## src/rtl/seq_pkg.sv

```systemverilog
// ---------------------------------------------------------------------------
// seq_pkg -- shared constants and elaboration-time helpers for seq_detect.
//
//   PAT_LEN_DEF / PATTERN_DEF : default target sequence (MSB entered first)
//   TIMEOUT_CYC_DEF           : default idle timeout in clk cycles
//   CNT_W / PROG_W            : widths of match_cnt and progress
//   seq_next_len()            : KMP-style next prefix length for one new bit
//   seq_border()              : overlap fallback length after a full match
// ---------------------------------------------------------------------------
package seq_pkg;

    localparam int         PAT_LEN_DEF     = 4;
    localparam logic [7:0] PATTERN_DEF     = 8'b0000_1011;
    localparam int         TIMEOUT_CYC_DEF = 100_000_000;
    localparam int         CNT_W           = 8;
    localparam int         PROG_W          = 3;

    // Longest prefix of the pattern that is a suffix of
    // (first p pattern bits, then b). The pattern occupies pat[len-1:0],
    // pat[len-1] being the first bit entered. Result range 0..len.
    function automatic int seq_next_len(input logic [7:0] pat, input int len,
                                        input int p, input logic b);
        logic [8:0] s;
        int         res;
        logic       ok;
        s   = '0;
        res = 0;
        // s[0] is the oldest bit of the candidate history
        for (int i = 0; i < 8; i++)
            if (i < p) s[i] = pat[len-1-i];
        s[p] = b;
        for (int k = 1; k <= 8; k++) begin
            if (k <= p + 1 && k <= len) begin
                ok = 1'b1;
                for (int j = 0; j < 8; j++)
                    if (j < k)
                        if (s[p+1-k+j] != pat[len-1-j]) ok = 1'b0;
                if (ok) res = k;
            end
        end
        return res;
    endfunction

    // Longest proper prefix of the pattern that is also its suffix; this is
    // where progress restarts after a completed match so overlaps are found.
    function automatic int seq_border(input logic [7:0] pat, input int len);
        int   res;
        logic ok;
        res = 0;
        for (int k = 1; k < 8; k++) begin
            if (k < len) begin
                ok = 1'b1;
                for (int j = 0; j < 8; j++)
                    if (j < k)
                        if (pat[len-1-j] != pat[k-1-j]) ok = 1'b0;
                if (ok) res = k;
            end
        end
        return res;
    endfunction

endpackage

```

## src/rtl/idle_timer.sv

```systemverilog
// ---------------------------------------------------------------------------
// idle_timer -- counts idle cycles while run is high; flags expiry.
//
//   clk      in  system clock
//   clr_in   in  async active-high reset
//   run      in  count enable; counter is held at 0 while low
//   restart  in  synchronous clear (has priority over counting)
//   expired  out high in the cycle the count sits at TIMEOUT_CYC-1 with run
// ---------------------------------------------------------------------------
module idle_timer
    import seq_pkg::*;
#(
    parameter int TIMEOUT_CYC = TIMEOUT_CYC_DEF
) (
    input  logic clk,
    input  logic clr_in,
    input  logic run,
    input  logic restart,
    output logic expired
);

    localparam int         W    = (TIMEOUT_CYC > 1) ? $clog2(TIMEOUT_CYC) : 1;
    localparam logic [W-1:0] LAST = W'(TIMEOUT_CYC - 1);

    logic [W-1:0] cnt_q, cnt_d;

    assign expired = run && (cnt_q == LAST);

    always_comb begin
        cnt_d = cnt_q + 1'b1;
        // expiry wraps to 0 so the timer does not re-fire immediately
        if (restart || !run || expired) cnt_d = '0;
    end

    always_ff @(posedge clk or posedge clr_in) begin
        if (clr_in) cnt_q <= '0;
        else        cnt_q <= cnt_d;
    end

endmodule

```

## src/rtl/seq_detect.sv

```systemverilog
// ---------------------------------------------------------------------------
// seq_detect -- button-strobe serial pattern detector with overlap support.
//
//   clk        in   system clock
//   clr_in     in   async active-high reset
//   pulse_0    in   strobe: enter bit 0
//   pulse_1    in   strobe: enter bit 1
//   match      out  one-cycle pulse, PATTERN just completed
//   err        out  one-cycle pulse, both strobes seen together
//   timeout    out  one-cycle pulse, partial progress dropped on idle
//   match_cnt  out  saturating match count
//   progress   out  matched prefix length (0..PAT_LEN-1)
// ---------------------------------------------------------------------------
module seq_detect
    import seq_pkg::*;
#(
    parameter int                 PAT_LEN     = PAT_LEN_DEF,
    parameter logic [PAT_LEN-1:0] PATTERN     = PAT_LEN'(PATTERN_DEF),
    parameter int                 TIMEOUT_CYC = TIMEOUT_CYC_DEF
) (
    input  logic              clk,
    input  logic              clr_in,
    input  logic              pulse_0,
    input  logic              pulse_1,
    output logic              match,
    output logic              err,
    output logic              timeout,
    output logic [CNT_W-1:0]  match_cnt,
    output logic [PROG_W-1:0] progress
);

    localparam logic [3:0]        FULL     = 4'(PAT_LEN);
    localparam logic [PROG_W-1:0] FALLBACK = PROG_W'(seq_border(8'(PATTERN), PAT_LEN));

    // Transition table [progress][bit] built at elaboration; rows beyond
    // PAT_LEN-1 are unreachable and tied to 0.
    logic [7:0][1:0][3:0] nxt_tbl;

    for (genvar gp = 0; gp < 8; gp++) begin : g_row
        for (genvar gb = 0; gb < 2; gb++) begin : g_col
            if (gp < PAT_LEN) begin : g_live
                assign nxt_tbl[gp][gb] =
                    4'(seq_next_len(8'(PATTERN), PAT_LEN, gp, 1'(gb)));
            end else begin : g_dead
                assign nxt_tbl[gp][gb] = 4'd0;
            end
        end
    end

    logic [PROG_W-1:0] progress_q, progress_d;
    logic [CNT_W-1:0]  match_cnt_q, match_cnt_d;
    logic              match_q, match_d;
    logic              err_q, err_d;
    logic              timeout_q, timeout_d;
    logic              accept, expired;
    logic [3:0]        nxt_len;

    assign accept  = pulse_0 ^ pulse_1;
    assign nxt_len = nxt_tbl[progress_q][pulse_1];

    idle_timer #(.TIMEOUT_CYC(TIMEOUT_CYC)) u_idle (
        .clk     (clk),
        .clr_in  (clr_in),
        .run     (progress_q != '0),
        .restart (accept),
        .expired (expired)
    );

    always_comb begin
        progress_d  = progress_q;
        match_cnt_d = match_cnt_q;
        match_d     = 1'b0;
        err_d       = pulse_0 & pulse_1;
        timeout_d   = 1'b0;
        // an accepted bit takes precedence over a coincident timeout
        if (accept) begin
            if (nxt_len == FULL) begin
                match_d    = 1'b1;
                progress_d = FALLBACK;
                if (match_cnt_q != '1) match_cnt_d = match_cnt_q + 1'b1;
            end else begin
                progress_d = nxt_len[PROG_W-1:0];
            end
        end else if (expired) begin
            progress_d = '0;
            timeout_d  = 1'b1;
        end
    end

    always_ff @(posedge clk or posedge clr_in) begin
        if (clr_in) begin
            progress_q  <= '0;
            match_cnt_q <= '0;
            match_q     <= 1'b0;
            err_q       <= 1'b0;
            timeout_q   <= 1'b0;
        end else begin
            progress_q  <= progress_d;
            match_cnt_q <= match_cnt_d;
            match_q     <= match_d;
            err_q       <= err_d;
            timeout_q   <= timeout_d;
        end
    end

    assign match     = match_q;
    assign err       = err_q;
    assign timeout   = timeout_q;
    assign match_cnt = match_cnt_q;
    assign progress  = progress_q;

endmodule

```

## config.mk

```make
export PLATFORM = sky130hd
export DESIGN_NAME = seq_detect
export DESIGN_NICKNAME = d
export VERILOG_FILES = /design/src/rtl/seq_pkg.sv /design/src/rtl/idle_timer.sv /design/src/rtl/seq_detect.sv
export SDC_FILE = /design/constraint.sdc
export NUM_CORES = 1
export LEC_CHECK = 0
export ABC_AREA = 1
export BUFFER_PORTS_ARGS = -buffer_cell sky130_fd_sc_hd__clkbuf_2
export CAP_MARGIN = 20
export CORE_ASPECT_RATIO = 0.6
export CORE_MARGIN = 8
export CORE_UTILIZATION = 60
export DETAILED_ROUTE_END_ITERATION = 8
export PLACE_DENSITY_LB_ADDON = 0.2
export SETUP_SLACK_MARGIN = 0.4
export SYNTH_ARGS = -nofsm -noshare
export SYNTH_HDL_FRONTEND = slang
export SYNTH_SLANG_ARGS = --single-unit
```

## constraint.sdc

```tcl
create_clock -name clk -period 1.7 [get_ports clk]
set_input_delay 0.51 -clock clk [delete_from_list [all_inputs] [get_ports clk]]
set_output_delay 0.51 -clock clk [all_outputs]
set_load 0.01 [all_outputs]
```

==> metrics.md <==
| Metric | Value |
|---|---|
| Status | completed |
| Starting density of the core | 63.7% |
| Final Hold Fails | 0 |
| Remaining Overflow, GRT | 0 |
| Synth Net Count | roughly 320 |
| Setup-violating endpoint count in the final report | 0 |
| EDFF count, synth | 0 |
| ANT cells | 0 |
| Max VDD drop | 0.647 mV |
| Measured slew at the worst slew-check pin | 415 ps |
| Max_slew headroom | 72.3% |
| DP Cell Count | approximately 380 |
| Total wire length | 7580 µm |
| Port Buffers | 17 |
| Clk buf depth | 2 |
| Area of the multi-input gates | 1360 µm² |
| DR WL/cell | 17.8 µm |
| Post-synth ARST share | 100% |
| Most frequent cells after synthesis | nand2_1, nor2_1, dfrtp_1, inv_1, nor2_2 |
| RePlAce Congestion | between 0.9 and 1 |
| Via count | 2399 |
| Highest Clock Rate | 628 MHz |
| Cell taking the most area after synthesis | dfrtp_1 |
| Vias in the first global route | 2228 |
| First-pass GRT wire length | 11000 µm |
| TritonCTS Buffers | 5 |
| Final slew viol count | 0 |
| DR DRC count | 0 |
| Mapped Area | 2370 µm² |
| Antenna-violating nets left | 0 |
| Layout cells sized above 1 | about a third |
| Final Cycle Share | 93.6% |
| Synth top area share | 43.3% |
| Register area | 1030 µm² |
| Worst hold path type | in2async |
| Vias per cell | ~5.6 |
| Seq/Total Area, Yosys | 43.3% |
| Worst-Skew Late Latency | 310 ps |
| CTS tree | done |
| Synthesized flop and latch total | 41 |
| Post-layout instance area | 3210 µm² |
| Post-synthesis average cell area | 7.50 µm² |
| Largest net degree at the start of global routing | 25 |
| Root Driver | clkbuf_8 |
| Die height | approximately 65 µm |
| Placed cell area | approximately 2600 µm² |
| # IOs | 18 |
| Fin crit period | 1590 ps |
| Clock H-tree levels | 2 |
| WP data arrival | 1790 ps |
| Die area | about 6300 µm² |
| Std-Cell Core Area | 3720 µm² |
| Unrepaired setup endpoints after global routing | true |
| Worst Skew | between 4 and 5 ps |
| CP Launch Type | register |
| Cell Count, Final, Fillers Out | about 430 |
| Worst-path clk slew | ~80 ps |
| Placement Rows | 17 |
| Leak Pwr | 0.00141 µW |
| Fin nets | 385 |
| DR pass1 iterations | 5 |
| Crit path kind | reg2reg |
| Crit. End Element | register |
| Critical Path RT | 1900 ps |
| FILL cells | just under 200 |
| Most area-consuming cells after synthesis | dfrtp_1, nand2_1, nor2_1, nor2_2, inv_1 |
| Die width | 97.1 µm |
| Distinct cells, synth | 22 |
| Detailed Place HPWL | 4070 µm |
| Gr usage total | between 20% and 30% |
| Syn Inst Count | 316 |
| P per Cell Area | 793 nW/µm² |
| Initial DRC Count | ~400 |
| Clk sink count | 41 |
| Max cap viols | 0 |
| Fin util | 86.2% |
| Area Growth Syn to Fin | 35.4% |
| Main synth FF type | dfrtp_1 |
| Critical-path maximum fanout | 8 |
| Synth warn | 0 |
| Most frequent cell after synthesis | nand2_1 |
| Initial antenna violation count | 0 |
worst paths after layout:
kind                            slack (ps)         endpoint             from  depth (start not counted)
max in group asynchronous             1060  u_idle.cnt_q[8]           clr_in                          3
worst min register to register         580      progress[1]      progress[1]                          2
worst max-delay path                   110  u_idle.cnt_q[4]  u_idle.cnt_q[8]                          8
min in group clk                       470              err          pulse_0                          2
worst min-delay path                   190     match_cnt[4]           clr_in                          2
worst max register to register         110  u_idle.cnt_q[4]  u_idle.cnt_q[8]                          8
critical path: stages, from the launching register on:
cell     delay, ps
dfrtp_2        450
nor3_1         250
nand2_1        120
nor2_2         140
nand2_4         80
nand3_4        110
buf_6          140
buf_16         140
nor2_2          40
report_power, final:
group / leakage [µW] / switching (µW) / total (µW) / internal, µW
Combinational: 0.000808 / 383 / 750 / 367
Sequential: 0.000554 / 82.1 / 1120 / 1040
Clock: 0.0000443 / 350 / 673 / 323
per-layer routing:
metal | vias to the layer above | global-route usage [%] | part of all wire, %
met4 | 0 | 8.38 | 3.8
met5 | - | 0 | 0
li1 | 1077 | - | -
met1 | 1133 | 28.8 | 41
met3 | 35 | 6.24 | 9.0
met2 | 154 | 33.1 | 46
kinds of logic (layout without fill, tap and decap cells):
| kind of cell | after synthesis | in the layout | synth area share (%) |
|---|---|---|---|
| AO/OA/AOI/OAI | 5 | 5 | 1.21 |
| XOR/XNOR | 18 | 18 | 6.65 |
| adder cells (fa/ha/maj) | 3 | 3 | 1.58 |
| buffers and inverters | 41 | 103 | 7.87 |
| flip-flops | 41 | 41 | 43.3 |
| AND/OR/NAND/NOR | 208 | 208 | 39.4 |
registers in the layout (all words and copies together), names as in the netlist:
| signal | count |
|---|---|
| match_cnt | 8 |
| timeout | 1 |
| progress | 3 |
| err | 1 |
| match | 1 |
| u_idle.cnt_q | 27 |
per-stage QoR:
step                setup slack, ps  hold slack [ps]  TNS, ps  total power, µW
global placement               64.2              509        0             1520
global route                   77.9              209        0             2640
CTS                             226              205        0             2400
floorplan                       256              495        0             1380
detailed placement            -25.1              512    -49.2             1530
finish                          109              187        0             2550
timing repair:
item / in CTS / in global routing
hold buffers: 0 / 0
pin swaps: 9 / 9
gates cloned: 3 / 0
hold endpoints to repair: 0 / 0
resized for setup: 24 / 38
setup buffers: 20 / 11
endpoints found under the setup margin: 49 / 53
cell type report:
| type | count | area share (%) |
|---|---|---|
| multi-input combinational | 234 | 42.3 |
| timing repair buffer | 56 | 15.9 |
| inverter | 39 | 4.83 |
| timing repair inverter | 1 | 0.234 |
| clock buffer | 7 | 2.69 |
| sequential | 41 | 32.2 |
| tap | 47 | 1.83 |
placed cells by master, fill, tap and decap left out, drive strengths merged, types with 4 or more instances in the layout:
cell type,netlist,routed
xnor2,6,6
xor2,12,12
clkbuf,0,20
nand3,20,20
nand2,105,105
nor2,75,75
dfrtp,41,41
o21ai,4,4
buf,2,43
inv,39,38
(Power assumes the default switching activity.)
